[src/rtl/stopwatch_pkg.sv]
`default_nettype none
// +----------------------------------------------------------------------+
// | stopwatch_pkg                                                        |
// | Shared types and constants for the stopwatch display path.           |
// | Revision: 1.0                                                        |
// +----------------------------------------------------------------------+
package stopwatch_pkg;

  localparam int         NUM_DIGITS = 4;
  localparam int         WORD_W     = 14;
  localparam logic [3:0] AN_OFF     = 4'b1111;

  typedef enum logic [1:0] {
    IDLE  = 2'd0,
    SEL   = 2'd1,
    HOLD  = 2'd2,
    BLANK = 2'd3
  } scan_state_t;

  // Active-low one-hot enable for the given digit index.
  function automatic logic [3:0] an_for_digit(input logic [1:0] digit);
    logic [3:0] onehot;
    onehot = 4'b0001 << digit;
    return ~onehot;
  endfunction

endpackage
`default_nettype wire

[src/rtl/scan_prescaler.sv]
`default_nettype none
// +----------------------------------------------------------------------+
// | scan_prescaler                                                       |
// | Terminal counter 0..last with clear and enable; wraps to 0 on tc.    |
// | Revision: 1.0                                                        |
// +----------------------------------------------------------------------+
module scan_prescaler #(
  parameter int W = 16
) (
  input  logic         clk,
  input  logic         rst,
  input  logic         clr,
  input  logic         en,
  input  logic [W-1:0] last,
  output logic         tc
);

  logic [W-1:0] cnt_q;
  logic [W-1:0] cnt_d;

  assign tc = en && (cnt_q == last);

  // Idle or terminal count reloads zero, so the next user starts fresh.
  always_comb begin
    cnt_d = cnt_q + W'(1);
    if (clr || !en || tc) begin
      cnt_d = '0;
    end
  end

  always_ff @(posedge clk or posedge rst) begin
    if (rst) begin
      cnt_q <= '0;
    end else begin
      cnt_q <= cnt_d;
    end
  end

endmodule
`default_nettype wire

[src/rtl/display_scan_ctrl.sv]
`default_nettype none
// +----------------------------------------------------------------------+
// | display_scan_ctrl                                                    |
// | 4-digit time-multiplexed scan: drives sel, captures word_in, drives  |
// | seg/an. Define SCAN_BLANK_EN to add inter-digit BLANK state.         |
// | Revision: 1.0                                                        |
// +----------------------------------------------------------------------+
module display_scan_ctrl
  import stopwatch_pkg::*;
#(
  parameter int DIV       = 50000,
  parameter int BLANK_CYC = 4,
  parameter int CW        = $clog2(DIV)
) (
  input  logic        clk,
  input  logic        rst,
  input  logic        en,
  input  logic [13:0] word_in,
  output logic [1:0]  sel,
  output logic [13:0] seg,
  output logic [3:0]  an,
  output logic        frame_tick
);

  localparam int BW = $clog2(BLANK_CYC + 1);
  localparam int PW = (CW > BW) ? CW : BW;

  scan_state_t state_q, state_d;
  logic [1:0]  digit_q, digit_d;
  logic [1:0]  sel_q, sel_d;
  logic [13:0] seg_q, seg_d;
  logic [3:0]  an_q, an_d;
  logic        frame_tick_q, frame_tick_d;
  logic        run_ok_q, run_ok_d;

  logic          presc_en;
  logic          presc_tc;
  logic [PW-1:0] presc_last;
  logic [1:0]    next_digit;

  assign presc_en   = (state_q == HOLD) || (state_q == BLANK);
  assign presc_last = (state_q == BLANK) ? PW'(BLANK_CYC - 1) : PW'(DIV - 1);
  assign next_digit = digit_q + 2'd1;

  scan_prescaler #(
    .W (PW)
  ) u_prescaler (
    .clk  (clk),
    .rst  (rst),
    .clr  (~en),
    .en   (presc_en),
    .last (presc_last),
    .tc   (presc_tc)
  );

  always_comb begin
    state_d      = state_q;
    digit_d      = digit_q;
    sel_d        = sel_q;
    seg_d        = seg_q;
    an_d         = an_q;
    frame_tick_d = 1'b0;
    run_ok_d     = 1'b1;

    if (!en) begin
      state_d = IDLE;
      digit_d = 2'd0;
      sel_d   = 2'd0;
      seg_d   = '0;
      an_d    = AN_OFF;
    end else begin
      case (state_q)
        IDLE: begin
          // One settling edge after reset release before the first SEL.
          if (run_ok_q) begin
            state_d = SEL;
            sel_d   = digit_q;
            an_d    = AN_OFF;
          end
        end
        SEL: begin
          state_d = HOLD;
          seg_d   = word_in;
          an_d    = an_for_digit(digit_q);
        end
        HOLD: begin
          if (presc_tc) begin
`ifdef SCAN_BLANK_EN
            state_d = BLANK;
            an_d    = AN_OFF;
`else
            state_d      = SEL;
            digit_d      = next_digit;
            sel_d        = next_digit;
            an_d         = AN_OFF;
            frame_tick_d = (digit_q == 2'd3);
`endif
          end
        end
        BLANK: begin
`ifdef SCAN_BLANK_EN
          if (presc_tc) begin
            state_d      = SEL;
            digit_d      = next_digit;
            sel_d        = next_digit;
            an_d         = AN_OFF;
            frame_tick_d = (digit_q == 2'd3);
          end
`else
          state_d = IDLE;
          digit_d = 2'd0;
          sel_d   = 2'd0;
          seg_d   = '0;
          an_d    = AN_OFF;
`endif
        end
        default: begin
          state_d = IDLE;
        end
      endcase
    end
  end

  always_ff @(posedge clk or posedge rst) begin
    if (rst) begin
      state_q      <= IDLE;
      digit_q      <= 2'd0;
      sel_q        <= 2'd0;
      seg_q        <= '0;
      an_q         <= AN_OFF;
      frame_tick_q <= 1'b0;
      run_ok_q     <= 1'b0;
    end else begin
      state_q      <= state_d;
      digit_q      <= digit_d;
      sel_q        <= sel_d;
      seg_q        <= seg_d;
      an_q         <= an_d;
      frame_tick_q <= frame_tick_d;
      run_ok_q     <= run_ok_d;
    end
  end

  assign sel        = sel_q;
  assign seg        = seg_q;
  assign an         = an_q;
  assign frame_tick = frame_tick_q;

endmodule
`default_nettype wire

[config.mk]
export PLATFORM = sky130hd
export DESIGN_NAME = display_scan_ctrl
export DESIGN_NICKNAME = d
export VERILOG_FILES = /design/src/rtl/stopwatch_pkg.sv /design/src/rtl/scan_prescaler.sv /design/src/rtl/display_scan_ctrl.sv
export SDC_FILE = /design/constraint.sdc
export NUM_CORES = 1
export LEC_CHECK = 0
export ABC_AREA = 0
export BUFFER_PORTS_ARGS = -buffer_cell sky130_fd_sc_hd__buf_2
export CAP_MARGIN = 0
export CORE_MARGIN = 3
export CORE_UTILIZATION = 50
export DETAILED_ROUTE_END_ITERATION = 7
export PLACE_DENSITY_LB_ADDON = 0.05
export SLEW_MARGIN = 20
export SYNTH_ARGS = -nofsm -noshare
export SYNTH_HDL_FRONTEND = slang
export SYNTH_HIERARCHICAL = 1
export SYNTH_SLANG_ARGS = --single-unit
[constraint.sdc]
create_clock -name clk -period 4.6 [get_ports clk]
set_input_delay 0.69 -clock clk [delete_from_list [all_inputs] [get_ports clk]]
set_output_delay 0.69 -clock clk [all_outputs]
set_load 0.01 [all_outputs]
==> metrics.cfg, run 1 <==
[status]
status = finished clean

[worst_setup_path]
path_delay_family = simple AND/OR/NAND/NOR gates
path_class = reg -> reg
required_ps = 4780
crit_path_max_incr_delay_ps = 840
cp.buffers_inverters = 0
worstPathMaxFanout = 14
end_kind = flop
arrival_ps = 3440
crit_slowest_cell = nor4_1
worstPathCellList = nand2_1 > xor2_1 > nor4_1 > nand2_1 > nor4_1 > mux2i_1 > a21o_1 > a32o_1
critPathLaunchType = flop

[die]
die_w_um = 70.24
initial_core_util = 0.5392
num_rows = 22
core-area_mm2 = 0.003826
pin_count = 38
die_y_um = 70.24
dieArea_mm2 = 0.004933

[placed_design]
place_ws_ps = 1375
dp_hpwl_um = 2910
place.gp.congestion = 0.8458
port_buffers = 37

[clock_tree]
cts_resized = 0
hold_buffers = 0
clk_path_buf_depth = 2
cts_max_level = 2
cts_root_buf = clkbuf_8
cts_setup_buffers = 0
cts_sinks = 42
clkTransAtPathRegs_ps = 80
cts_tree = done
clk_latency_ps = 290
cts_made_buffers = 5

[drt]
antenna_left = 0
drc = 0
vias = 1488
first_iter_violations = 124
drt-total-wl_um = 3912
viasPerCell = 5.258
wl_per_cell_um = 13.82
firstDrtPassIters = 4

[power_and_ir_drop]
p_per_area_mw_per_mm2 = 302.2
max-vdd-ir-drop_mv = 0.2050
static-leakage-power_nw = 1.116

[synth]
synth_edf_count = 0
syn_avg_cell_area_um2 = 10.86
syn_inst = 190
synth_cell_types = 32
ys.flop_type = dfrtp_1
yosysWarnings = 6
async_reset_ff_frac = 1.000
syn-cell-area_mm2 = 0.002063
synth-seq-cells = 42
ys_seq_area_frac = 0.5118

[timing]
fin_setup_tns_ps = 0
fin_crit_sh = 0.7088
fmax_mhz = 306.7
drv_slew = 0
slew_headroom = 0.3682
fin_ws_ps = 1339
setup_viol = 0
worstMarginPinSlew_ps = 939.1
hold_viol = 0
clock_skew_ps = 4.098
rsz0062_at_grt = no
min_period_ps = 3261

[layout]
drive_gt1_frac = 0.2213
nFillCells = 341
layout_common_cells = 38 x dfrtp_1, 37 x buf_2, 25 x nor2_1
nNetsFinal = 256
multi_input_area_um2 = 942.2
antenna_cells = 0
syn_to_final_growth_pct = 15.83
final_common_cell = dfrtp_1
seq_area_mm2 = 0.001056

[min_path]
hold_class = in -> async

[global_route]
grt_pass1_wl_um = 6762
overflow = 0
grt_max_degree = 27
grt_pass1_vias = 1475
grt_antenna_before_repair = 0
grt_use_total = 0.1713

[flow_run]
cap_violations = 0

[registers in the layout (all words and copies together), names as in the netlist]
signal / count
state_q: 2
run_ok_q: 1
sel: 2
u_prescaler/cnt_q: 16
frame_tick: 1
digit_q: 2
an: 4
seg: 14
[worst register-to-register path: stages (launching register included)]
cell     delay (ps)
dfrtp_1         580
nand2_1         330
xor2_1          230
nor4_1          300
nand2_1         150
nor4_1          840
mux2i_1         260
a21o_1          260
a32o_1          200
[logic make-up after synthesis]
family	Yosys count	share of synthesized area
simple gates	63	0.1504
flops	42	0.5118
xor+xnor	31	0.1316
compound gates	27	0.1152
buf+inv	18	0.04730
fa+ha+maj	5	0.03032
other cells	2	0.003640
mux	2	0.009703
[cells in the mapped netlist, types with 2 or more instances]
master | count | area share
mux2i_1 | 2 | 0.0097
nand4_1 | 3 | 0.0091
nor2b_1 | 3 | 0.0091
buf_6 | 3 | 0.016
o21a_1 | 2 | 0.0073
and3b_1 | 2 | 0.0085
a2bb2oi_1 | 4 | 0.017
dfrtp_1 | 38 | 0.46
conb_1 | 2 | 0.0036
nor4_1 | 7 | 0.021
inv_1 | 10 | 0.018
a21oi_1 | 3 | 0.0073
nand2_1 | 7 | 0.013
xor2_1 | 12 | 0.051
nand2b_1 | 3 | 0.0091
buf_2 | 3 | 0.0073
xnor2_1 | 19 | 0.081
nand3_1 | 9 | 0.022
dfstp_2 | 4 | 0.051
nor2_1 | 25 | 0.045
ha_1 | 5 | 0.030
a22o_1 | 14 | 0.059
[power by group]
part	switching (mW)	internal, mW
Sequential	0.00787	0.378
Combinational	0.0330	0.0236
Clock	0.120	0.160
[per-layer routing]
metal | global-route usage | share of wire | up-vias
met5 | 0 | 0 | -
met4 | 0.05532 | 0.011 | 0
met3 | 0.05612 | 0.053 | 5
met2 | 0.2474 | 0.45 | 38
met1 | 0.2428 | 0.49 | 726
li1 | - | - | 719
[cell type report]
type,instances,area share
clock buffer,5,0.02880
clock inverter,3,0.01675
inverter,10,0.01571
multi-input combinational,138,0.3942
sequential,42,0.4419
tap,48,0.02513
timing repair buffer,37,0.07749
[worst paths after layout]
| check | startpoint | to | slack [ps] | cells past startpoint |
|---|---|---|---|---|
| setup / recovery | state_q[1]$_DFFE_PP0P_ | sel[0]$_DFFE_PP0P_ | 1340 | 8 |
| hold / removal | rst | u_prescaler/cnt_q[4]$_DFF_PP0_ | 470 | 2 |
| setup reg to reg | state_q[1]$_DFFE_PP0P_ | sel[0]$_DFFE_PP0P_ | 1340 | 8 |
| hold reg to reg | sel[0]$_DFFE_PP0P_ | sel[0]$_DFFE_PP0P_ | 490 | 1 |
| max in group asynchronous | rst | state_q[1]$_DFFE_PP0P_ | 3450 | 2 |
| min in group clk | sel[0]$_DFFE_PP0P_ | sel[0]$_DFFE_PP0P_ | 490 | 1 |
[metrics by stage]
stage	util	instance area, um2	power [mW]	hold WS [ps]	std cells
after floorplan	-	2093	0.4326	485.1	198
after global placement	0.5955	2278	0.4485	480.8	275
after detailed placement	0.5955	2278	0.4504	479.6	275
after CTS	0.6239	2387	0.7310	488.8	283
after global routing	0.6246	2390	0.7546	511.8	283
final	0.6246	2390	0.7221	470.0	283
No activity file was read; power rests on OpenSTA's default activity.
==> inputs of run 2 (changes only) <==
Settings changed: CORE_UTILIZATION 50 to 49.
Clock period 4.6 ns to 2.6 ns, I/O delays scaled along.
==> metrics.cfg, run 2 (same netlist as run 1, synthesis figures left out) <==
[status]
status = finished clean

[drt]
drt-total-wl_um = 4075
wl_per_cell_um = 14.20
drc = 0
antenna_left = 0
first_iter_violations = 71
viasPerCell = 5.272
firstDrtPassIters = 4
vias = 1513

[placed_design]
dp_hpwl_um = 3013
place_ws_ps = 97.84
port_buffers = 37
place.gp.congestion = 0.8667

[timing]
fin_crit_sh = 0.8796
rsz0062_at_grt = no
hold_viol = 0
fin_ws_ps = 313.1
fin_setup_tns_ps = 0
holdWs_ps = 152.9
clock_skew_ps = 10.02
setup_viol = 0
fmax_mhz = 437.3
min_period_ps = 2287
worstMarginPinSlew_ps = 969.3
slew_headroom = 0.3531
drv_slew = 0

[clock_tree]
cts_sinks = 42
cts_root_buf = clkbuf_8
cts_made_buffers = 5
clk_path_buf_depth = 2
cts_max_level = 2
clk_latency_ps = 290
cts_tree = done
clkTransAtPathRegs_ps = 80

[worst_setup_path]
arrival_ps = 2470
rr_worst_depth = 8
critPathLaunchType = flop
reg2reg_from = state_q[0]$_DFFE_PP0P_
path_class = reg -> reg
crit_cells = 8
required_ps = 2780
worstPathCellList = nand2_2 > xor2_1 > nor4_1 > nand2_1 > nor4_2 > mux2i_1 > a21o_1 > a32o_1
end_kind = flop
cp.buffers_inverters = 0
crit_path_max_incr_delay_ps = 440
worstPathMaxFanout = 9
path_delay_family = simple AND/OR/NAND/NOR gates
critPathLaunch = state_q[0]$_DFFE_PP0P_
crit_slowest_cell = dfrtp_2

[die]
num_rows = 22
die_w_um = 70.89
dieArea_mm2 = 0.005025
initial_core_util = 0.5354
pin_count = 38
die_y_um = 70.89
core-area_mm2 = 0.003854

[power_and_ir_drop]
netSwitchingFraction = 0.2456
p_per_area_mw_per_mm2 = 498.3
pwr-share-seq = 0.568
combPwrFrac = 0.090
internal_power_mw = 0.9040
power.switching_mw = 0.2943
static-leakage-power_nw = 1.122
pwr-share-clk = 0.342
max-vdd-ir-drop_mv = 0.2781

[global_route]
overflow = 0
grt_pass1_vias = 1560
grt_use_total = 0.1820
grt_pass1_wl_um = 7182
grt_antenna_before_repair = 0
grt_max_degree = 27

[layout]
nNetsFinal = 260
nFillCells = 327
antenna_cells = 0
layout_common_cells = 37 x dfrtp_1, 37 x buf_2, 25 x nor2_1
drive_gt1_frac = 0.2385
largest_reg_flops = 16
syn_to_final_growth_pct = 16.56
finish.utilization = 0.6240
largest_register = u_prescaler/cnt_q

[min_path]
hold_class = in -> async

[flow_run]
cap_violations = 0

## run 2: cell types whose count changed in the layout (fill, tap and decap cells not counted), sizes merged
cell / delta
buf: +4
bufinv: -1
clkbuf: +1
## run 2: path summary, 6_finish.rpt
| path | slack [ps] | to |
|---|---|---|
| max | 310 | sel[0]$_DFFE_PP0P_ |
| min in group clk | 310 | seg[11]$_DFFE_PP0P_ |
| min | 150 | u_prescaler/cnt_q[2]$_DFF_PP0_ |
| max in group asynchronous | 1630 | state_q[0]$_DFFE_PP0P_ |
| min reg2reg | 500 | seg[2]$_DFFE_PP0P_ |
| max reg2reg | 310 | sel[0]$_DFFE_PP0P_ |
## run 2: area by class of cell
cell class,instances,area (um2),area share
tap,48,60.06,0.02497
clock buffer,6,72.57,0.03018
inverter,10,37.54,0.01561
timing repair buffer,41,215.2,0.08949
clock inverter,2,13.76,0.005723
sequential,42,1057,0.4396
multi-input combinational,138,948.4,0.3944
## run 2: power groups by stage
stage / sequential, mW / clock [mW] / combinational (mW)
after CTS: 0.680 / 0.424 / 0.110
after global placement: 0.692 / 0 / 0.106
final: 0.681 / 0.410 / 0.108
after detailed placement: 0.693 / 0 / 0.109
after floorplan: 0.697 / 0 / 0.0688
after global routing: 0.683 / 0.455 / 0.121
## run 2: timing repair
action | 4_1_cts | 5_1_grt
setup buffers | 0 | 0
setup endpoints to repair | 0 | 9
endpoints found under the hold margin | 0 | 0
hold buffers | 0 | 0
resized for setup | 0 | 2
## run 2: metal layers
layer | GRT usage | wire, um | vias to the layer above
met5 | 0 | 0 | -
met4 | 0.07098 | 71 | 0
li1 | - | - | 736
met1 | 0.2098 | 1718 | 734
met3 | 0.04830 | 207 | 6
met2 | 0.3213 | 2078 | 37
## run 2: stage by stage
step / power [mW] / instances / cell area (um2)
final: 1.198 / 287 / 2405
after global routing: 1.259 / 287 / 2405
after detailed placement: 0.8021 / 279 / 2315
after CTS: 1.214 / 287 / 2401
after floorplan: 0.7653 / 198 / 2100
after global placement: 0.7977 / 279 / 2315
